## config.mk

```make
export PLATFORM = sky130hd
export DESIGN_NAME = period_meter_flat
export DESIGN_NICKNAME = d
export VERILOG_FILES = /design/src/rtl/period_meter_pkg.sv /design/src/rtl/period_meter_if.sv /design/src/rtl/period_meter_sync_edge_detect.sv /design/src/rtl/period_meter.sv /design/src/flat_wrapper.sv
export SDC_FILE = /design/constraint.sdc
export NUM_CORES = 1
export LEC_CHECK = 0
export ABC_AREA = 1
export ABC_CLOCK_PERIOD_IN_PS = 1400
export CAP_MARGIN = 5
export CORE_MARGIN = 1
export CORE_UTILIZATION = 51
export DETAILED_ROUTE_END_ITERATION = 16
export GPL_TIMING_DRIVEN = 0
export PLACE_DENSITY = 0.76
export SLEW_MARGIN = 5
export SYNTH_ARGS = -nofsm -noshare
export SYNTH_HDL_FRONTEND = slang
export SYNTH_HIERARCHICAL = 1
export SYNTH_SLANG_ARGS = --single-unit
export TNS_END_PERCENT = 5
```

## constraint.sdc

```tcl
create_clock -name clock -period 1.4 [get_ports clock]
set_input_delay 0.28 -clock clock [delete_from_list [all_inputs] [get_ports clock]]
set_output_delay 0.28 -clock clock [all_outputs]
set_load 0.03 [all_outputs]
```

## src/rtl/period_meter_pkg.sv

```systemverilog
`default_nettype none
// +----------------------------------------------------------------------+
// | Module      : period_meter_pkg                                       |
// | Description : Shared constants and state encoding for period_meter   |
// |               and its neighbours in the components layer (the clock  |
// |               divider reuses CLOCK_HZ).                              |
// | Ports       : none (package)                                         |
// | Revision    : 1.0 - initial release                                  |
// +----------------------------------------------------------------------+
package period_meter_pkg;

  // System clock frequency, shared with the clock divider.
  localparam int CLOCK_HZ = 50_000_000;

  // 2^26 cycles at 50 MHz is just over 1.3 s, enough for a 1 s timeout.
  localparam int DEFAULT_COUNT_WIDTH    = 26;
  localparam int DEFAULT_TIMEOUT_CYCLES = CLOCK_HZ;
  localparam int DEFAULT_SYNC_STAGES    = 2;

  typedef enum logic [0:0] {
    ST_IDLE    = 1'b0,
    ST_MEASURE = 1'b1
  } state_t;

endpackage
`default_nettype wire

```

## src/rtl/period_meter_if.sv

```systemverilog
`default_nettype none
// +----------------------------------------------------------------------+
// | Module      : period_meter_if                                        |
// | Description : Control and result bundle of the period meter.         |
// | Ports       : enable, signal_in         (consumer -> meter)          |
// |               period, high_time,                                     |
// |               period_valid, timeout,                                 |
// |               measuring                 (meter -> consumer)          |
// |               master = meter side, slave = consumer side.            |
// | Revision    : 1.0 - initial release                                  |
// +----------------------------------------------------------------------+
interface period_meter_if #(
  parameter int COUNT_WIDTH = period_meter_pkg::DEFAULT_COUNT_WIDTH
);
  logic                   enable;
  logic                   signal_in;
  logic [COUNT_WIDTH-1:0] period;
  logic [COUNT_WIDTH-1:0] high_time;
  logic                   period_valid;
  logic                   timeout;
  logic                   measuring;

  modport master (
    input  enable, signal_in,
    output period, high_time, period_valid, timeout, measuring
  );

  modport slave (
    output enable, signal_in,
    input  period, high_time, period_valid, timeout, measuring
  );
endinterface
`default_nettype wire

```

## src/rtl/period_meter_sync_edge_detect.sv

```systemverilog
`default_nettype none
// +----------------------------------------------------------------------+
// | Module      : sync_edge_detect                                       |
// | Description : Multi-flop synchronizer for an asynchronous level plus |
// |               a one-flop delayed copy for edge detection.            |
// |               Reusable for push buttons and similar slow inputs.     |
// | Ports       : clock, reset (sync, active high)                       |
// |               async_in  - asynchronous input                         |
// |               level     - synchronized level                         |
// |               rise/fall - single-cycle edge indications (comb)       |
// | Revision    : 1.0 - initial release                                  |
// +----------------------------------------------------------------------+
module sync_edge_detect #(
  parameter int SYNC_STAGES = 2
) (
  input  wire  clock,
  input  wire  reset,
  input  wire  async_in,
  output logic level,
  output logic rise,
  output logic fall
);

  generate
    if (SYNC_STAGES < 2) begin : g_bad_sync_stages
      $error("sync_edge_detect: SYNC_STAGES must be at least 2");
    end
  endgenerate

  logic [SYNC_STAGES-1:0] sync_chain;
  logic                   level_prev;

  always_ff @(posedge clock) begin
    if (reset) begin
      sync_chain <= '0;
      level_prev <= 1'b0;
    end else begin
      sync_chain <= {sync_chain[SYNC_STAGES-2:0], async_in};
      level_prev <= sync_chain[SYNC_STAGES-1];
    end
  end

  assign level = sync_chain[SYNC_STAGES-1];
  assign rise  = level & ~level_prev;
  assign fall  = ~level & level_prev;

endmodule
`default_nettype wire

```

## src/rtl/period_meter.sv

```systemverilog
`default_nettype none
// +----------------------------------------------------------------------+
// | Module      : period_meter                                           |
// | Description : Measures period and high time of a slow asynchronous   |
// |               signal in system clock cycles. Results update once per |
// |               completed cycle together with a one-cycle valid pulse; |
// |               a missing rising edge for TIMEOUT_CYCLES clears them.  |
// | Ports       : clock, reset (sync, active high)                       |
// |               bus (period_meter_if.master): enable, signal_in in;    |
// |               period, high_time, period_valid, timeout, measuring out|
// | Revision    : 1.0 - initial release                                  |
// +----------------------------------------------------------------------+
module period_meter
  import period_meter_pkg::*;
#(
  parameter int COUNT_WIDTH    = DEFAULT_COUNT_WIDTH,
  parameter int TIMEOUT_CYCLES = DEFAULT_TIMEOUT_CYCLES,
  parameter int SYNC_STAGES    = DEFAULT_SYNC_STAGES
) (
  input  wire            clock,
  input  wire            reset,
  period_meter_if.master bus
);

  generate
    if (TIMEOUT_CYCLES <= 1 ||
        longint'(TIMEOUT_CYCLES) >= (longint'(1) << COUNT_WIDTH)) begin : g_bad_timeout
      $error("period_meter: TIMEOUT_CYCLES must satisfy 1 < TIMEOUT_CYCLES < 2**COUNT_WIDTH");
    end
  endgenerate

  localparam logic [COUNT_WIDTH-1:0] CNT_ONE      = COUNT_WIDTH'(1);
  localparam logic [COUNT_WIDTH-1:0] TIMEOUT_LAST = COUNT_WIDTH'(TIMEOUT_CYCLES - 1);

  logic s;
  logic rise;
  logic unused_fall;

  sync_edge_detect #(
    .SYNC_STAGES (SYNC_STAGES)
  ) u_sync (
    .clock    (clock),
    .reset    (reset),
    .async_in (bus.signal_in),
    .level    (s),
    .rise     (rise),
    .fall     (unused_fall)
  );

  state_t                 state, state_next;
  logic [COUNT_WIDTH-1:0] cnt, cnt_next;
  logic [COUNT_WIDTH-1:0] hcnt, hcnt_next;
  logic [COUNT_WIDTH-1:0] period_q, period_next;
  logic [COUNT_WIDTH-1:0] high_q, high_next;
  logic                   valid_q, valid_next;
  logic                   timeout_q, timeout_next;

  always_ff @(posedge clock) begin
    if (reset) begin
      state     <= ST_IDLE;
      cnt       <= '0;
      hcnt      <= '0;
      period_q  <= '0;
      high_q    <= '0;
      valid_q   <= 1'b0;
      timeout_q <= 1'b0;
    end else begin
      state     <= state_next;
      cnt       <= cnt_next;
      hcnt      <= hcnt_next;
      period_q  <= period_next;
      high_q    <= high_next;
      valid_q   <= valid_next;
      timeout_q <= timeout_next;
    end
  end

  // cnt counts cycles since the last rise minus one, so the period is
  // cnt+1 at the next rise. hcnt starts at 1 because the rise cycle itself
  // already has s=1.
  always_comb begin
    state_next   = state;
    cnt_next     = cnt;
    hcnt_next    = hcnt;
    period_next  = period_q;
    high_next    = high_q;
    valid_next   = 1'b0;
    timeout_next = 1'b0;

    if (!bus.enable) begin
      // Abort without touching the held results.
      state_next = ST_IDLE;
      cnt_next   = '0;
      hcnt_next  = '0;
    end else begin
      case (state)
        ST_IDLE: begin
          if (rise) begin
            state_next = ST_MEASURE;
            cnt_next   = '0;
            hcnt_next  = CNT_ONE;
          end
        end
        ST_MEASURE: begin
          // A rise on the timeout cycle takes priority over the timeout.
          if (rise) begin
            period_next = cnt + CNT_ONE;
            high_next   = hcnt;
            valid_next  = 1'b1;
            cnt_next    = '0;
            hcnt_next   = CNT_ONE;
          end else if (cnt == TIMEOUT_LAST) begin
            timeout_next = 1'b1;
            period_next  = '0;
            high_next    = '0;
            state_next   = ST_IDLE;
            cnt_next     = '0;
            hcnt_next    = '0;
          end else begin
            cnt_next  = cnt + CNT_ONE;
            hcnt_next = hcnt + COUNT_WIDTH'(s);
          end
        end
        default: begin
          state_next = ST_IDLE;
        end
      endcase
    end
  end

  assign bus.period       = period_q;
  assign bus.high_time    = high_q;
  assign bus.period_valid = valid_q;
  assign bus.timeout      = timeout_q;
  assign bus.measuring    = (state == ST_MEASURE);

endmodule
`default_nettype wire

```

## src/flat_wrapper.sv

```systemverilog
// flat-port wrapper written by rule: the top's interface ports become plain ports
module period_meter_flat import period_meter_pkg::*;
#(
  parameter int COUNT_WIDTH    = DEFAULT_COUNT_WIDTH,
  parameter int TIMEOUT_CYCLES = DEFAULT_TIMEOUT_CYCLES,
  parameter int SYNC_STAGES    = DEFAULT_SYNC_STAGES
)
  (clock, reset, bus_enable, bus_signal_in, bus_period, bus_high_time, bus_period_valid, bus_timeout, bus_measuring);
  period_meter_if #(.COUNT_WIDTH(COUNT_WIDTH)) bus_i ();
  input  wire clock;
  input  wire reset;
  input wire logic [$bits(bus_i.enable)-1:0] bus_enable;
  input wire logic [$bits(bus_i.signal_in)-1:0] bus_signal_in;
  output wire logic [$bits(bus_i.period)-1:0] bus_period;
  output wire logic [$bits(bus_i.high_time)-1:0] bus_high_time;
  output wire logic [$bits(bus_i.period_valid)-1:0] bus_period_valid;
  output wire logic [$bits(bus_i.timeout)-1:0] bus_timeout;
  output wire logic [$bits(bus_i.measuring)-1:0] bus_measuring;
  assign bus_i.enable = bus_enable;
  assign bus_i.signal_in = bus_signal_in;
  assign bus_period = bus_i.period;
  assign bus_high_time = bus_i.high_time;
  assign bus_period_valid = bus_i.period_valid;
  assign bus_timeout = bus_i.timeout;
  assign bus_measuring = bus_i.measuring;
  period_meter #(.COUNT_WIDTH(COUNT_WIDTH), .TIMEOUT_CYCLES(TIMEOUT_CYCLES), .SYNC_STAGES(SYNC_STAGES)) u_core (.clock(clock), .reset(reset), .bus(bus_i));
endmodule
```

==> qor.txt <==
Least-Margin Pin Slew = 695 ps
vias per inst = 5.39
LEAKAGE = 0.00259 uW
Highest Clock Rate = 0.588 GHz
Setup-failing EPs final = 106
Core ar. = 9860 um2
Final Hold Vio Count = 0
Setup crit end = u_core/bus.high_time[8]
Synth warnings = 6
Mapped Area = 5240 um2
Design Power = 5050 uW
Area Overhead vs Synth = 24.9%
Ports = 59
nets@finish = 861
number of port buffers = 58
Syn Nets = 775
# DRC = 0
min Tclk post-route = 1700 ps
Tcrit/Tclk final = 121%
maxcap violations = 0
row cnt = 36
die area = 10700 um2
remaining global-route overflow = 0
Synth Instances = 767
Max-Slew Margin vs Limit = 53.7%
worst r2r path cells = 11
Worst Path Arrival = 1960 ps
Crit Path Class = flop to flop
R2R setup slack = -300 ps
Worst-Skew Late Latency = 380 ps
die width = 103 um
Initial Util = 53.1%
Die Y = 103 um
R2R Path Start = u_core/cnt[0]
final WL = 14.6 mm
Root Driver = clkbuf_8
Max Slew Vio Count = 0
ANT cells = 0
final setup TNS = -21070 ps
largest net degree at the start of global routing = 18
DR vias = 5334
HPWL Detailed = 9.69 mm
GR Util All Layers = 27.7%
CTS buffer count = 9
clock buffer depth = 2
worst setup path startpoint = u_core/cnt[0]
Startpoint Class = flop
status = finished, violations left
DR WL/cell = 14.8 um
CP required = 1660 ps
Crit Path Max Fanout = 10
VDD IR max = 0.425 mV
initial antenna violation count = 0
1st-pass router iterations = 5
PwrDens = 772 nW/um2
first-pass GRT wire length = 22.7 mm
CTS H-Tree Depth = 3
final setup margin = -300 ps
CTS tree = done
remaining antenna violation count after routing = 0
vias in the first global route = 4735
min-delay worst type = flop to flop
crit end category = flop
RSZ-0062 raised after global routing = yes
syn avg cell area = 6.83 um2
skew final = 12.0 ps
clk sink count = 110
share of cells above drive strength 1 = 24.2%
Reg-to-Reg End = u_core/bus.high_time[8]
violated checks = negative setup slack
DR iter-0 viols = 364
clock slew at reported path FFs = 110 ps
GPL Wtd Cong = 0.900
where the power goes:
group / internal, uW / switching (uW)
clock: 646 / 1090
sequential: 3130 / 5.51
combinational: 43.9 / 133
total: 3820 / 1230
state kept, by name (all words and copies together), names as in the netlist:
name                      count
u_core/u_sync/level_prev      1
u_core/cnt                   26
u_core/bus.period_valid       1
u_core/bus.timeout            1
u_core/bus.measuring          1
u_core/hcnt                  26
u_core/bus.period            26
u_core/bus.high_time         26
u_core/u_sync/sync_chain      2
through the flow:
stage / hold slack [ps] / util, % / cells / area [um2] / worst slack, ps
floorplan: 349 / - / 767 / 5260 / -45.5
global placement: 400 / 60.9 / 958 / 6010 / -844
detailed placement: 419 / 60.9 / 958 / 6010 / -874
CTS: 418 / 64.8 / 982 / 6390 / -264
global route: 438 / 66.3 / 989 / 6540 / -402
finish: 419 / 66.3 / 989 / 6540 / -300
cell type report:
cell class	count	area (um2)
Fill cell	847	3330
Timing Repair Buffer	74	587
Tap cell	133	166
Multi-Input combinational cell	555	2880
Clock inverter	4	33.8
Buffer	28	215
Inverter	75	292
Sequential cell	110	2240
Clock buffer	10	128
worst max-delay path, stage by stage, from the launching register on:
cell,delay (ps)
dfxtp_4,370
ha_4,140
nand2_4,70
nor2_4,120
nand2_2,60
nor2_2,90
nand3_2,120
nand2_4,160
nand2_8,130
buf_6,180
nand3_1,60
o21ai_0,70
how the worst min path moves through the flow:
| stage | start | end | slack, ps | cells after the start |
|---|---|---|---|---|
| 6_report | u_core/u_sync/sync_chain[0] | u_core/u_sync/sync_chain[1] | 420 | 2 |
| 2_1_floorplan | reset | u_core/bus.period[2] | 350 | 1 |
| 4_1_cts | bus_signal_in | u_core/u_sync/sync_chain[0] | 420 | 3 |
| 3_3_place_gp | u_core/u_sync/sync_chain[0] | u_core/u_sync/sync_chain[1] | 400 | 2 |
| 5_1_grt | bus_signal_in | u_core/u_sync/sync_chain[0] | 440 | 3 |
| 3_5_place_dp | u_core/u_sync/sync_chain[0] | u_core/u_sync/sync_chain[1] | 420 | 2 |
repair_timing:
item / 4_1_cts / 5_1_grt
pin swaps: 9 / 19
resized for setup: 163 / 119
endpoints found under the setup margin: 161 / 145
buffers inserted: 7 / 6
gates cloned: 3 / 1
hold endpoints to repair: 0 / 0
hold buffers: 0 / 0
cell usage in the layout (no fill, tap or decap), types with 5 or more instances in the layout:
cell type and n:
o21ai_1 21, dfxtp_2 18, nand3_1 89, dfxtp_1 88, nor3_1 5, xor2_1 9, clkbuf_2 41, nand2_2 10
nand2_1 240, inv_1 66, clkbuf_8 9, a21oi_1 50, clkdlybuf4s15_2 13, buf_4 15, o21ai_0 16, nor2_4 16
buf_6 9, nand3_2 13, nor2_1 33, nand2_4 8, clkdlybuf4s15_1 7, nand4_1 5, nor2_2 16
per-layer routing:
| metal | track usage (%) | routed length (um) | up-vias |
|---|---|---|---|
| li1 | - | - | 2623 |
| met1 | 39.7 | 6870 | 2481 |
| met2 | 42.2 | 6510 | 207 |
| met3 | 4.50 | 999 | 23 |
| met4 | 9.53 | 255 | 0 |
| met5 | 0 | 0 | - |
Note: power is estimated with default switching activity, not from simulation.
==> RTL change, RTL diff (same flow settings) <==
The package constant `DEFAULT_COUNT_WIDTH` goes from 26 to 34.
--- a/src/rtl/period_meter_pkg.sv
+++ b/src/rtl/period_meter_pkg.sv
@@ -15,3 +15,3 @@
   // 2^26 cycles at 50 MHz is just over 1.3 s, enough for a 1 s timeout.
-  localparam int DEFAULT_COUNT_WIDTH    = 26;
+  localparam int DEFAULT_COUNT_WIDTH    = 34;
   localparam int DEFAULT_TIMEOUT_CYCLES = CLOCK_HZ;
Interface: changed (resized bus_high_time and bus_period); port bits go from 59 to 75. The function was not compared with the original's and may differ.
==> RTL change against the unedited design <==
- the flow still finishes with violations (setup timing)
- sequential cell count rose by 32
- worst setup slack got worse by 0.12 ns
- wire length rose by 49%
- global-route usage rose by 3.2 points
- power rose by 79%
- final area rose by 49%
- synthesized area rose by 35%
==> RTL change: results (changes against the unedited design) <==
Vias 7,550 (+42%); maximum vdd ir drop 996 uV (+130%); largest net degree at the start of global routing 17 (-1); GRT Overall Usage 0.309 (+0.0317); Max-Slew Margin vs Limit 0.533 (-0.00420); GP Congestion 0.969 (+7.6%); Num CTS Buffers 17 (+8); drt wl/cell 16.0 um (+8.1%); # setup viols final 136 (+28%); status finished, violations left; final setup margin -0.416 ns (-0.117 ns); Worst Hold Endpoint u_core/u_sync/sync_chain[0]; Port-buffer cells 74 (+28%); Pleak 3.51 nW (+36%); final setup TNS -43.57 ns (-22.51 ns); first-pass GRT wire length 34,700 um (+53%); post-DP HPWL 14,900 um (+53%); placed cell area 0.00811 mm^2 (+35%); worst skew pair latency 0.42 ns (+0.04 ns); Filler Cells Inserted 1,069 (+26%); vias in the first global route 7,187 (+52%); Worst-path clk slew 0.06 ns (-0.05 ns); min-delay src bus_signal_in; Syn-to-layout area delta 37.2%; P_sw 0.00190 W (+54%); Hold Crit Class in2reg; failing checks setup timing; Setup Skew 0.00818 ns (-0.00382 ns)
## RTL change: changes by cell type in the layout (fill, tap and decap cells not counted), moves of 9 or more
cell,change
clkdlybuf4s15_2,+53
inv_1,+10
nand3_2,+24
nor2_4,+12
nor2_1,+60
clkbuf_2,-32
clkbuf_16,+18
nand3_1,-12
xor2_1,+18
dfxtp_1,+21
nand2_1,+97
nand4_1,+20
buf_2,+9
## RTL change: critical path: cells and delay by family, from the launching register on
family	cells	cell delay, ns
AND/OR/NAND/NOR	8	0.83
flip-flops	1	0.36
buffers and inverters	1	0.23
adder cells (fa/ha/maj)	1	0.14
AO/OA/AOI/OAI	1	0.12
## RTL change: what timing repair did
item	4_1_cts	5_1_grt
pin swaps	14	11
resized for setup	353	115
cloned	2	2
buffers inserted	14	4
endpoints found under the hold margin	0	0
setup endpoints to repair	210	143
## RTL change: cell type report
class	count	share of cell area
buffer	43	0.0362
clock buffer	21	0.0474
clock inverter	10	0.0167
inverter	88	0.0348
multi-input combinational	792	0.436
sequential	142	0.299
tap	176	0.0227
timing repair buffer	95	0.108
## RTL change: power by group through the flow
stage                     Sequential (W)  Clock (W)  Combinational [W]
after CTS                        0.00404    0.00482           0.000239
final                            0.00404    0.00475           0.000266
after global routing             0.00404    0.00500           0.000278
after global placement           0.00414          0           0.000212
after detailed placement         0.00414          0           0.000212
after floorplan                  0.00414          0           0.000124
## RTL change: per-layer routing
| metal | vias to the layer above | track usage | share of wire |
|---|---|---|---|
| met5 | - | 0 | 0 |
| met4 | 0 | 0.156 | 0.044 |
| met3 | 80 | 0.0537 | 0.057 |
| met2 | 300 | 0.539 | 0.49 |
| met1 | 3534 | 0.362 | 0.41 |
| li1 | 3636 | - | - |
